[src/rtl/fetch_queue.sv]
// Circular instruction buffer between fetch and issue-check: accepts up to IN_W
// (pc, inst) pairs per cycle and presents up to OUT_W oldest entries in program order.
module fetch_queue #(
    parameter int PC_W   = 13,
    parameter int INST_W = 32,
    parameter int DEPTH  = 8,
    parameter int IN_W   = 2,
    parameter int OUT_W  = 2
) (
    input  logic                         CLK,
    input  logic                         RST,
    input  logic [$clog2(IN_W+1)-1:0]    push_cnt,
    input  logic [IN_W*PC_W-1:0]         pc_in,
    input  logic [IN_W*INST_W-1:0]       inst_in,
    output logic                         in_ready,
    input  logic                         flush,
    output logic [$clog2(OUT_W+1)-1:0]   out_cnt,
    output logic [OUT_W*PC_W-1:0]        pc_out,
    output logic [OUT_W*INST_W-1:0]      inst_out,
    input  logic [$clog2(OUT_W+1)-1:0]   pop_cnt,
    output logic [$clog2(DEPTH+1)-1:0]   count
);

    localparam int PTR_W  = $clog2(DEPTH);
    localparam int CNT_W  = $clog2(DEPTH+1);
    localparam int PUSH_W = $clog2(IN_W+1);
    localparam int POP_W  = $clog2(OUT_W+1);

    logic [PTR_W-1:0]  head_q, head_d;
    logic [PTR_W-1:0]  tail_q, tail_d;
    logic [CNT_W-1:0]  count_q, count_d;

    logic [PC_W-1:0]   pc_mem   [DEPTH];
    logic [INST_W-1:0] inst_mem [DEPTH];

    logic [PUSH_W-1:0] push_lim;
    logic [PUSH_W-1:0] push_acc;
    logic [POP_W-1:0]  pop_eff;

    // Readiness looks only at the registered count; a same-cycle pop never raises it.
    assign in_ready = (CNT_W'(DEPTH) - count_q) >= CNT_W'(IN_W);
    assign count    = count_q;

    assign out_cnt  = (count_q >= CNT_W'(OUT_W)) ? POP_W'(OUT_W) : POP_W'(count_q);
    assign push_lim = (push_cnt > PUSH_W'(IN_W)) ? PUSH_W'(IN_W) : push_cnt;
    assign push_acc = (in_ready && !flush) ? push_lim : '0;
    assign pop_eff  = (pop_cnt > out_cnt) ? out_cnt : pop_cnt;

    always_comb begin
        head_d  = head_q + PTR_W'(pop_eff);
        tail_d  = tail_q + PTR_W'(push_acc);
        count_d = count_q + CNT_W'(push_acc) - CNT_W'(pop_eff);
        if (flush) begin
            head_d  = '0;
            tail_d  = '0;
            count_d = '0;
        end
    end

    // NOTE: sequential state uses non-blocking assignments so every register
    // samples the pre-edge values regardless of statement order.
    always_ff @(posedge CLK or posedge RST) begin
        if (RST) begin
            head_q  <= '0;
            tail_q  <= '0;
            count_q <= '0;
        end else begin
            head_q  <= head_d;
            tail_q  <= tail_d;
            count_q <= count_d;
        end
    end

    // NOTE: storage is deliberately not reset; lanes beyond out_cnt are masked,
    // so stale contents are never observable.
    always_ff @(posedge CLK) begin
        for (int k = 0; k < IN_W; k++) begin
            if (PUSH_W'(k) < push_acc) begin
                pc_mem[tail_q + PTR_W'(k)]   <= pc_in[k*PC_W +: PC_W];
                inst_mem[tail_q + PTR_W'(k)] <= inst_in[k*INST_W +: INST_W];
            end
        end
    end

    // NOTE: defaults first so every path assigns the outputs and no latch is inferred.
    always_comb begin
        pc_out   = '0;
        inst_out = '0;
        for (int k = 0; k < OUT_W; k++) begin
            if (POP_W'(k) < out_cnt) begin
                pc_out[k*PC_W +: PC_W]       = pc_mem[head_q + PTR_W'(k)];
                inst_out[k*INST_W +: INST_W] = inst_mem[head_q + PTR_W'(k)];
            end
        end
    end

endmodule

[config.mk]
export PLATFORM = sky130hd
export DESIGN_NAME = fetch_queue
export DESIGN_NICKNAME = d
export VERILOG_FILES = /design/src/rtl/fetch_queue.sv
export SDC_FILE = /design/constraint.sdc
export NUM_CORES = 1
export LEC_CHECK = 0
export CORE_UTILIZATION = 34
export DETAILED_ROUTE_END_ITERATION = 10
export SLEW_MARGIN = 20
export SYNTH_ARGS = -nofsm -noshare
export SYNTH_HDL_FRONTEND = slang
export SYNTH_SLANG_ARGS = --single-unit
[constraint.sdc]
create_clock -name CLK -period 7.1 [get_ports CLK]
set_input_delay 1.42 -clock CLK [delete_from_list [all_inputs] [get_ports CLK]]
set_output_delay 1.42 -clock CLK [all_outputs]
set_load 0.01 [all_outputs]
==> flow_summary.json <==
{
  "overflow": 0,
  "yosysMostFrequentCell": "edfxtp_1",
  "ant_nets": 0,
  "synth_area_mm2": 0.02247,
  "p_leak_uw": 0.009354,
  "grt_pass1_wl_um": 93530,
  "num_rows": 93,
  "grtUsageTotal_pct": 19.17,
  "ys_top_cells_by_count": "edfxtp_1 (360), mux2_4 (195), mux4_2 (180)",
  "finish.utilization_pct": 40.95,
  "postCtsSetupBuffers": 0,
  "min_period_ns": 5.474,
  "fin_skew_ns": 0.01004,
  "power_density_mw_per_mm2": 374.0,
  "met2_usage_pct": 32.30,
  "ctsHoldBuffers": 0,
  "io_buffers": 193,
  "grt_start_max_net_pins": 68,
  "internal_power_uw": 6325,
  "tritoncts": "done",
  "synth_top_area_cell": "edfxtp_1",
  "synth_area_leaders": "edfxtp_1 (48%), mux4_2 (18%), mux2_4 (13%)",
  "finalHoldViolCount": 0,
  "synth_cell_types": 41,
  "wl_per_cell_um": 27.25,
  "final_nets": 1618,
  "drt-total-wl_um": 64990,
  "endpoint_kind": "output pin",
  "setup_viol": 0,
  "antenna_found_initial": 13,
  "drive_above_1_share_pct": 37.60,
  "dieArea_mm2": 0.06712,
  "hp-class": "register to register",
  "htreeDepth": 2,
  "die_x_um": 259.1,
  "vias_per_cell": 5.540,
  "combPwrFrac_pct": 50.7,
  "coreArea_mm2": 0.06493,
  "status": "finished, final reports clean",
  "drc": 0,
  "clk_pin_slew_ns": 0.06,
  "clkLatencyLatePin_ns": 0.55,
  "grt_use_met1_pct": 24.99,
  "synth-edff-count": 360,
  "synthCells": 1332,
  "drt_iter0_markers": 983,
  "die_height_um": 259.1,
  "period_share_pct": 77.10,
  "worstMarginPinSlew_ns": 1.068,
  "tns_ns": 0,
  "p_total_uw": 9944,
  "cts_buffer_depth": 3,
  "vias": 13214,
  "cts_resized": 0,
  "synth-seq-cells": 370,
  "post-place-ws_ns": 1.934,
  "avgSynthCellArea_um2": 16.87,
  "drt_pass1_iterations": 5,
  "crit_path_max_fanout": 55,
  "pwr-share-seq_pct": 29.1,
  "worst_slack_ns": 1.626,
  "cts_made_buffers": 41,
  "cts.sinks": 370,
  "synth_seq_area_share_pct": 49.23,
  "area_delta_synth_final_pct": 18.34,
  "crit_arrival_ns": 4.05,
  "synthArstFlopShare_pct": 2.703,
  "fmax_mhz": 182.7,
  "grt_setup_unrepaired": "false",
  "ios": 194,
  "slew_headroom_pct": 28.78,
  "ys.warnings.count": 0,
  "yosysTopAreaCellShare_pct": 48.11,
  "routabilityCongestion": 0.7405,
  "grt_pass1_vias": 13856,
  "hpwl_um": 36910,
  "path_class": "register to output pin",
  "initial_core_util_pct": 34.61,
  "top_usage_layer": "met2",
  "startpoint_type": "register",
  "yosys_most_used_dff": "edfxtp_1",
  "switching_share_pct": 36.39,
  "placed_cell_area_mm2": 0.02532,
  "syn_nets": 1448,
  "n_fill_cell": 5849,
  "grtUsageMet3_pct": 4.364,
  "root_buffer": "clkbuf_16",
  "clkPwrFrac_pct": 20.2,
  "slew_viol_final": 0,
  "design_area_mm2": 0.02659,
  "worst_ir_drop_vdd_uv": 368.2,
  "max_cap_viol_count": 0,
  "critPathRequiredTime_ns": 5.68,
  "power.switching_uw": 3619
}
==> sequential cells by signal, indices dropped and copies added (netlist names) <==
register  flops
pc_mem      104
inst_mem    256
head_q        3
tail_q        3
count         4
==> final timing paths <==
path,start,end,slack [ns],depth (start not counted)
min in group asynchronous,RST,head_q[2],1.18,2
worst min-delay path,tail_q[2],tail_q[2],0.77,2
worst max-delay path,head_q[1],inst_out[35],1.63,6
worst min register to register,tail_q[2],tail_q[2],0.77,2
max in group asynchronous,RST,head_q[0],5.57,2
worst max register to register,count[0],count[2],2.92,14
==> power by group through the flow <==
| stage | clock (uW) | combinational [uW] | sequential, uW |
|---|---|---|---|
| 2_1_floorplan | 0 | 2930 | 2840 |
| 3_3_place_gp | 0 | 5050 | 2920 |
| 3_5_place_dp | 0 | 5080 | 2940 |
| 4_1_cts | 2050 | 5100 | 2900 |
| 5_1_grt | 2110 | 5360 | 2920 |
| 6_report | 2010 | 5040 | 2890 |
==> critical path, cell delays in order (launching register included) <==
cell,delay (ns)
dfrtp_4,0.70
ha_4,0.99
buf_12,0.35
mux4_2,0.25
nand2_1,0.05
a21oi_1,0.47
clkdlybuf4s50_1,0.64
==> through the flow <==
stage / hold WS, ns / cells
floorplan: 0.6087 / 1332
finish: 0.7743 / 2385
global placement: 0.7432 / 2313
global route: 0.8233 / 2381
CTS: 0.7711 / 2378
detailed placement: 0.7544 / 2313
==> cell usage in the layout, fill, tap and decap left out, types with 2 or more instances in the layout <==
cell type,netlist,layout
edfxtp_1,360,360
mux2_4,195,195
clkdlybuf4s50_1,0,193
mux4_2,180,180
nand2_1,95,95
mux2_2,87,87
mux2_1,78,78
nor2_1,52,51
a21oi_1,47,47
mux2i_1,45,45
clkbuf_16,0,41
buf_4,0,28
inv_1,14,14
ha_1,15,14
nand3_4,5,8
o21ai_4,0,8
clkbuf_1,34,8
nor2b_1,7,7
dfrtp_1,10,7
diode_2,0,6
fa_1,4,4
clkinv_1,0,4
clkinv_2,0,4
clkbuf_8,0,4
nor3b_1,4,3
xnor2_1,4,3
dfrtp_4,0,3
xor2_1,3,2
xnor2_2,1,2
or3_1,2,2
o211ai_1,2,2
clkinvlp_4,0,2
bufinv_16,0,2
==> cell families after synthesis <==
group                    share of synthesized area [%]
multiplexers                                     41.35
flip-flops                                       49.23
AND/OR/NAND/NOR                                  3.631
buffers and inverters                            2.734
AO/OA/AOI/OAI                                    1.453
adder cells (fa/ha/maj)                          1.192
XOR/XNOR                                        0.4177
==> final cells by class <==
class | instances | area [um2] | area share, %
timing repair buffer | 224 | 2201 | 8.277
antenna | 6 | 15.01 | 0.05647
clock buffer | 53 | 1111 | 4.179
multi-input combinational | 851 | 10960 | 41.21
tap | 855 | 1070 | 4.023
clock inverter | 12 | 110.1 | 0.4141
sequential | 370 | 11070 | 41.64
inverter | 14 | 52.55 | 0.1976
==> routing by layer <==
layer,up-vias,part of all wire [%]
met4,14,1.8
met5,-,0.13
met1,7069,43
met2,331,49
met3,94,6.1
li1,5706,-
(Power assumes the default switching activity.)
